<file path="config.mk">
export PLATFORM = sky130hd
export DESIGN_NAME = led_ripple_monitor
export DESIGN_NICKNAME = d
export VERILOG_FILES = /design/src/rtl/led_ripple_pkg.sv /design/src/rtl/led_ripple_monitor_onehot_check.sv /design/src/rtl/led_ripple_monitor.sv
export SDC_FILE = /design/constraint.sdc
export NUM_CORES = 1
export LEC_CHECK = 0
export ABC_AREA = 1
export ABC_CLOCK_PERIOD_IN_PS = 2300
export CORE_UTILIZATION = 40
export DETAILED_ROUTE_END_ITERATION = 7
export HOLD_SLACK_MARGIN = 0.03
export PLACE_DENSITY = 0.6
export SETUP_SLACK_MARGIN = 0.05
export SKIP_LAST_GASP = 1
export SYNTH_ARGS = -nofsm -noshare
export SYNTH_HDL_FRONTEND = slang
export SYNTH_SLANG_ARGS = --single-unit
</file>
<file path="constraint.sdc">
create_clock -name clk -period 2.3 [get_ports clk]
set_input_delay 0.23 -clock clk [delete_from_list [all_inputs] [get_ports clk]]
set_output_delay 0.23 -clock clk [all_outputs]
set_load 0.01 [all_outputs]
</file>
<file path="src/rtl/led_ripple_pkg.sv">
// Shared definitions for the LED ripple bus: monitor FSM states, default bus
// width and the rotation-direction encodings.
package led_ripple_pkg;

  typedef enum logic [1:0] {
    HUNT    = 2'd0,
    ACQUIRE = 2'd1,
    LOCKED  = 2'd2
  } state_e;

  localparam int DEFAULT_WIDTH = 8;

  localparam int DIR_UP   = 0;
  localparam int DIR_DOWN = 1;

endpackage

</file>
<file path="src/rtl/led_ripple_monitor_onehot_check.sv">
// Combinational one-hot detector and binary index encoder for the LED bus.
module onehot_check #(
  parameter int WIDTH = 8,
  parameter int IDX_W = (WIDTH > 1) ? $clog2(WIDTH) : 1
) (
  input  logic [WIDTH-1:0] vec,
  output logic             is_onehot,
  output logic [IDX_W-1:0] idx
);

  always_comb begin
    is_onehot = (vec != '0) && ((vec & (vec - WIDTH'(1))) == '0);
    idx       = '0;
    for (int i = 0; i < WIDTH; i++) begin
      if (vec[i]) idx = IDX_W'(i);
    end
  end

endmodule

</file>
<file path="src/rtl/led_ripple_monitor.sv">
// Receive-side observer for the LED ripple bus: locks onto the rotation, tracks
// position and laps, and raises sticky errors. Optional error counter: LED_RIPPLE_MON_ERRCNT_EN.
module led_ripple_monitor
  import led_ripple_pkg::*;
#(
  parameter int WIDTH        = DEFAULT_WIDTH,
  parameter int DIR          = DIR_UP,
  parameter int STEP_TIMEOUT = 50_000_000,
  parameter int LOCK_STEPS   = 3
) (
  input  logic                     clk,
  input  logic                     rst_n,
  input  logic [WIDTH-1:0]         led,
  input  logic                     clr_err,
  output logic                     locked,
  output logic [$clog2(WIDTH)-1:0] pos,
  output logic [15:0]              lap_count,
  output logic                     err_onehot,
  output logic                     err_step,
  output logic                     err_timeout,
  output logic [7:0]               err_count
);

  localparam int POS_W = $clog2(WIDTH);
  localparam int ST_W  = (STEP_TIMEOUT > 2) ? $clog2(STEP_TIMEOUT) : 1;
  localparam int SC_W  = $clog2(LOCK_STEPS + 1);
  localparam logic [ST_W-1:0]  STALL_MAX = ST_W'(STEP_TIMEOUT - 1);
  localparam logic [POS_W-1:0] WRAP_POS  = (DIR == DIR_UP) ? '0 : POS_W'(WIDTH - 1);

  state_e            state_q, state_d;
  logic [WIDTH-1:0]  led_q;
  logic [ST_W-1:0]   stall_q, stall_d;
  logic [SC_W-1:0]   step_q, step_d;
  logic [POS_W-1:0]  pos_q, pos_d;
  logic [15:0]       lap_q, lap_d;
  logic              locked_q, locked_d;
  logic              err_onehot_q, err_onehot_d;
  logic              err_step_q, err_step_d;
  logic              err_timeout_q, err_timeout_d;

  logic              led_onehot;
  logic [POS_W-1:0]  led_idx;
  logic [WIDTH-1:0]  exp_next;
  logic              transition, valid_step, timeout_hit;
  logic              new_onehot, new_step, new_timeout;

  onehot_check #(.WIDTH(WIDTH), .IDX_W(POS_W)) u_onehot (
    .vec      (led),
    .is_onehot(led_onehot),
    .idx      (led_idx)
  );

  always_comb begin
    exp_next    = (DIR == DIR_UP) ? {led_q[WIDTH-2:0], led_q[WIDTH-1]}
                                  : {led_q[0], led_q[WIDTH-1:1]};
    transition  = (led != led_q);
    valid_step  = transition && led_onehot && (led == exp_next);
    // A transition always cancels a timeout in the same cycle.
    timeout_hit = !transition && (stall_q == STALL_MAX);

    if (transition)              stall_d = '0;
    else if (stall_q == STALL_MAX) stall_d = stall_q;
    else                         stall_d = stall_q + ST_W'(1);

    state_d     = state_q;
    step_d      = step_q;
    pos_d       = pos_q;
    lap_d       = lap_q;
    new_onehot  = 1'b0;
    new_step    = 1'b0;
    new_timeout = 1'b0;

    case (state_q)
      HUNT: begin
        if (transition && led_onehot) begin
          state_d = ACQUIRE;
          step_d  = '0;
        end
      end
      ACQUIRE: begin
        if (valid_step) begin
          step_d = step_q + SC_W'(1);
          if (step_q == SC_W'(LOCK_STEPS - 1)) begin
            state_d = LOCKED;
            pos_d   = led_idx;
          end
        end else if (transition || timeout_hit) begin
          state_d = HUNT;
        end
      end
      LOCKED: begin
        if (valid_step) begin
          pos_d = led_idx;
          if (led_idx == WRAP_POS && lap_q != 16'hFFFF) lap_d = lap_q + 16'd1;
        end else if (transition && !led_onehot) begin
          new_onehot = 1'b1;
          state_d    = HUNT;
        end else if (transition) begin
          new_step = 1'b1;
          state_d  = HUNT;
        end else if (timeout_hit) begin
          new_timeout = 1'b1;
          state_d     = HUNT;
        end
      end
      default: state_d = HUNT;
    endcase

    locked_d = (state_d == LOCKED);

    // A fresh error overrides a coincident clear.
    err_onehot_d  = (err_onehot_q  && !clr_err) || new_onehot;
    err_step_d    = (err_step_q    && !clr_err) || new_step;
    err_timeout_d = (err_timeout_q && !clr_err) || new_timeout;
  end

  always_ff @(posedge clk or negedge rst_n) begin
    if (!rst_n) begin
      state_q       <= HUNT;
      led_q         <= '0;
      stall_q       <= '0;
      step_q        <= '0;
      pos_q         <= '0;
      lap_q         <= '0;
      locked_q      <= 1'b0;
      err_onehot_q  <= 1'b0;
      err_step_q    <= 1'b0;
      err_timeout_q <= 1'b0;
    end else begin
      state_q       <= state_d;
      led_q         <= led;
      stall_q       <= stall_d;
      step_q        <= step_d;
      pos_q         <= pos_d;
      lap_q         <= lap_d;
      locked_q      <= locked_d;
      err_onehot_q  <= err_onehot_d;
      err_step_q    <= err_step_d;
      err_timeout_q <= err_timeout_d;
    end
  end

`ifdef LED_RIPPLE_MON_ERRCNT_EN
  logic [7:0] err_count_q, err_count_d;

  always_comb begin
    err_count_d = err_count_q;
    if ((new_onehot || new_step || new_timeout) && err_count_q != 8'hFF)
      err_count_d = err_count_q + 8'd1;
  end

  always_ff @(posedge clk or negedge rst_n) begin
    if (!rst_n) err_count_q <= 8'd0;
    else        err_count_q <= err_count_d;
  end

  assign err_count = err_count_q;
`else
  assign err_count = 8'd0;
`endif

  assign locked      = locked_q;
  assign pos         = pos_q;
  assign lap_count   = lap_q;
  assign err_onehot  = err_onehot_q;
  assign err_step    = err_step_q;
  assign err_timeout = err_timeout_q;

endmodule
</file>
[Word level (Yosys, flattened, before mapping)]
Index checks and enable logic that the tools add are counted.
Word-level totals
  register bits after elaboration: 61
  bits in latches: 0
  bits in writable memories: 0
  memory bits (read-only): 0
  input port bits: 11
  output and inout port bits: 31
  logic and storage cells: 90
  memories: 0
Cells by class
  add/subtract/negate cells: 4
  $mul: 0
  div/mod/pow operators: 0
  magnitude comparators: 0
  eq/ne operators: 13
  shifts and indexed selects: 0
  muxes and demuxes: 37
  bitwise operators: 1
  reduce and logical (&&, ||, !) cells: 25
Operator list (count)
  2-to-1 mux 26 bit: 2
  adder 26 x 1 -> 26 bit (second input constant): 1
  == test 26 bit (second input constant): 1
  2-to-1 mux 2 bit: 12
  2-to-1 mux 3 bit: 7
  adder 16 x 1 -> 16 bit (second input constant): 1
  inequality test 16 bit (second input constant): 1
  2-to-1 mux 1 bit: 13
  inequality test 2 bit (second input constant): 5
  logical AND 1 bit: 9
  bitwise AND 8 bit: 1
  == test 8 bit: 1
  zero test 8 bit: 1
  inequality test 8 bit: 1
  nonzero test 8 bit: 1
  subtractor 8 x 1 -> 8 bit (second input constant): 1
  == test 2 bit (second input constant): 3
  one-hot mux 2 bit (3 select lines): 1
  one-hot mux 3 bit (2 select lines): 1
  AND reduction 3 bit: 2
  logical OR 1 bit: 4
  one-hot mux 2 bit (2 select lines): 1
  AND reduction 4 bit: 1
  nonzero test 2 bit: 2
  other kinds (5): 7

[Logic depth before layout (Yosys ltp)]
  depth in word-level cells: 10
  mapped depth: 12
  depth with buffers taken out: 11

[By module]
A second synthesis with hierarchy kept.
Unflattened totals
  cells, all modules: 544
  area, all modules: 3857.4 µm²
By module, submodules not included
  led_ripple_monitor: times used 1, cells an instance 512, area each 3711.1 µm², seq. area each 1526.5 µm²
  onehot_check: times used 1, cells an instance 32, area each 146.4 µm², seq. area each 0.0 µm²

[Least setup slack after synthesis]
No wires, ideal clock.
  kind: reg2reg
  start point: reg lap_q[0] (netlist: lap_count[0])
  end point: reg lap_q[5] (netlist: lap_count[5])
  setup time: 0.117 ns
  arrival time: 1.569 ns
  required time: 2.183 ns
  setup slack: 0.614 ns
  stages on the path, launching flop included: 12
  path buffers: 1
  period minus slack after synthesis: 1.686 ns
  path through: dfrtp_1 ha_1 nand3_1 inv_1 and3_1 nand2_1 nand3_1 nor2_2 buf_4 nand2_1 nand2_1 nand2_1
On the way
  longest elaborated chain between the ends: 3
  elaborated cells between the ends (all ways): 4
  classes of those cells: add/sub (1); eq/ne (1); reduce/logical (2)
RTL lines
  from (decl): line led_ripple_monitor.sv:35  | logic [15:0] lap_q, lap_d;
  from (signal assigned): line led_ripple_monitor.sv:135  | lap_q <= lap_d;
  parallel branches: the longest is 3 deep, another holds adder 16 x 1 -> 16 bit
Several ways; the timed one is not identified.
A chain may end at the register's enable or synchronous reset.

[Worst setup path in the final report]
  start point: reg lap_q[0] (netlist: lap_count[0])
  end point: reg lap_q[12] (netlist: lap_count[12])
The elaborated chain is that of the path after synthesis.

==> run metrics <==
status=finished clean; 1st-iter DRT viols=just over 90; initial antenna violation count=0; CTS Buf Count=9; syn avg cell area=between 7 and 8 um^2; CP startpoint kind=register; final worst slack=0.280 ns; r2r worst-path depth=10; Crit Path Class=register to register; fin crit share=0.878; num ports=between 40 and 50; worst vdd ir=0.232 mV; number of synthesized register bits=between 60 and 70; setup violators final=0; end of the worst register-to-register path=lap_count[12]$_DFFE_PN0P_; Final ANT Viol Nets=0; largest net degree at the start of global routing=just over 60; drc violations=0; commonest non-fill, non-tap cells in the layout=nand2_1, dfrtp_1, inv_1, nand3_1, nor2_1; min-delay worst type=primary input to asynchronous set/reset pin; H-Tree Depth=3; WP buf/inv=1; Root Buffer=clkbuf_8; ANT cells=0; GR Util met3=0.0331; dpl hpwl=between 5 and 6 mm; Congestion Overflow GR=0; largest family of logic cells by synthesized area=simple AND/OR/NAND/NOR gates; Crit. End Element=register; total track usage=0.181; Die W=97.3 um; total power=approximately 2.3 mW; P&R area growth vs syn=18.6%; top cell type's share of synthesized area=0.420; crit-path max FO=11; Starting Density=0.415; Seq/Total Area, Yosys=0.420; Worst Hold Margin=~0.43 ns; clock skew=between 0.006 and 0.007 ns; CTS Buffer Depth=2; fraction of layout cells with a size suffix above 1=0.0775; Crit path top cell by count=nand2_1; portion of netlist area occupied by mux cells=0; first-pass GRT wire length=around 14 mm; Simple-Gate Fraction of Synth Area=0.362; TritonCTS clock tree=yes; Synth area leaders=dfrtp_1, nand2_1, nand3_1; grt peak-use layer=met2; Critical Path RT=approximately 2.5 ns; Final Non-Filler Cells=663; # Max-Cap Violations=0; die height=97.3 um; DRT Wirelength=between 7 and 8 mm; Synth Area in Compound Gates=0.0692; Cells after Synth=roughly 500; CP delay by family, top=simple AND/OR/NAND/NOR gates; top cell type by total area after synthesis=dfrtp_1; routability cong.=approximately 0.82; mapped cell area=between 3000 and 4000 um^2; vias per cell=4.97; Skew-Pair Late Insertion Delay=about 0.34 ns; Slew Viols, Final=0; minimum clock period=slightly above 2 ns; sum of negative setup slack=0 ns; Clock Sinks=61; slowest CP cell=dfrtp_1; Ys Warns=0; Nets=564; clock transition at the registers of the reported paths=0.07 ns; pwr/cell area=between 500 and 600 nW/um^2; drt pass-1 iters=4; actual slew at the worst max-slew pin=about 0.5 ns; Placed Instances=between 600 and 700; Reg2Reg Setup Slack=roughly 0.28 ns; wire per inst=about 12 um; met2 GRT Util=0.303; met1 usage=0.236; post-synthesis adder-cell area fraction=0.0103; most common cell after layout, fill and taps aside=nand2_1; area of the die=9470 um^2; critical path data arrival time=~2.3 ns; Critical Path Max Stage Delay=0.44 ns; Cell variety after synth=33; FF-to-FF Start=lap_count[0]$_DFFE_PN0P_; Buffers on Ports=33; Setup WS pre-CTS=around 0.049 ns; Slew headroom=0.666; RSZ-0062 raised after global routing=no; Core Footprint=slightly below 9000 um^2; Static Leak=between 1.5 and 2 nW; Max Clk Rate=slightly below 0.5 GHz; number of global-route vias before repair=around 3200; Hold Violations, Final=0; vias post-DR=3297; CP Cell Sequence=ha_1 -> nand3_1 -> inv_1 -> and3_1 -> nand2_1 -> nand3_1 -> nor2_2 -> nand2_1 -> nand2_1 -> nand2_1; Post-Synth XOR/XNOR Area=0.0386; Rows=34; post_cts resized=0
[worst min-delay path: stages]
cell,delay (ns)
dlygate4sd3_1,0.52
buf_2,0.12
buf_12,0.30
[worst max path at each step]
stage | startpoint | to | cells after the start
5_1_grt | lap_count[0]$_DFFE_PN0P_ | lap_count[12]$_DFFE_PN0P_ | 10
3_3_place_gp | led[3] | lap_count[0]$_DFFE_PN0P_ | 12
2_1_floorplan | lap_count[0]$_DFFE_PN0P_ | lap_count[5]$_DFFE_PN0P_ | 11
3_5_place_dp | led[3] | lap_count[2]$_DFFE_PN0P_ | 12
6_report | lap_count[0]$_DFFE_PN0P_ | lap_count[12]$_DFFE_PN0P_ | 10
4_1_cts | lap_count[0]$_DFFE_PN0P_ | lap_count[12]$_DFFE_PN0P_ | 10
[kinds of logic (layout without fill, tap and decap cells)]
kind of cell	after synthesis	count (layout)
xor+xnor	16	16
buf+inv	83	123
flops	61	61
simple gates	297	297
compound gates	47	47
other cells	1	8
fa+ha+maj	3	3
[cell type report]
| class | count | area [um^2] |
|---|---|---|
| Tap cell | 108 | 135 |
| Timing Repair Buffer | 41 | 400 |
| Clock inverter | 4 | 70.1 |
| Inverter | 66 | 248 |
| Fill cell | 883 | 4450 |
| Clock buffer | 12 | 155 |
| Multi-Input combinational cell | 371 | 1770 |
| Sequential cell | 61 | 1530 |
[registers in the layout (all words and copies together), names as in the netlist]
signal,count
locked,1
step_q,2
led_q,8
pos,3
err_step,1
state_q,2
stall_q,26
err_onehot,1
lap_count,16
err_timeout,1
[what timing repair did]
| action | 4_1_cts | 5_1_grt |
|---|---|---|
| hold endpoints to repair | 61 | 0 |
| setup buffers | 0 | 0 |
| setup endpoints to repair | 0 | 0 |
| hold buffers | 1 | 0 |
[cells in the mapped netlist]
library cell  number
o21a_1             2
nand3_1           48
nand3_2            2
ha_1               3
nand2_1          158
o2bb2ai_1          1
or2_2              1
nor4_1             3
nor3_1            12
o21ai_1            5
dfrtp_1           61
conb_1             1
and3_1             1
nor2_4             3
buf_2              3
nor3b_1            3
o22ai_1            1
a21oi_1           18
xnor2_1           10
xor2_1             6
nor3_2             1
nand3_4            1
buf_4             10
nor2_2             5
o21ai_0           15
clkbuf_1           3
nor2_1            46
nand4_1           12
nand3b_1           1
a31oi_1            5
inv_1             59
buf_6              1
inv_2              7
[stage by stage]
stage                util  cell area, um^2
global route        0.492             4310
floorplan               -             3660
CTS                 0.492             4310
finish              0.492             4310
global placement    0.465             4070
detailed placement  0.465             4070
[metal layers]
| layer | up-vias | routed length [um] | part of all wire |
|---|---|---|---|
| li1 | 1696 | - | - |
| met1 | 1533 | 3910 | 0.49 |
| met2 | 57 | 3690 | 0.46 |
| met3 | 11 | 252 | 0.032 |
| met4 | 0 | 113 | 0.014 |
| met5 | - | 0 | 0 |
[report_power, final]
part           switching (mW)  leakage [nW]  internal (mW)  total, mW
combinational          0.0820          1.02         0.0456      0.128
sequential            0.00665         0.829           1.08       1.09
clock                   0.425         0.116          0.666       1.09
Note: power is estimated with default switching activity, not from simulation.
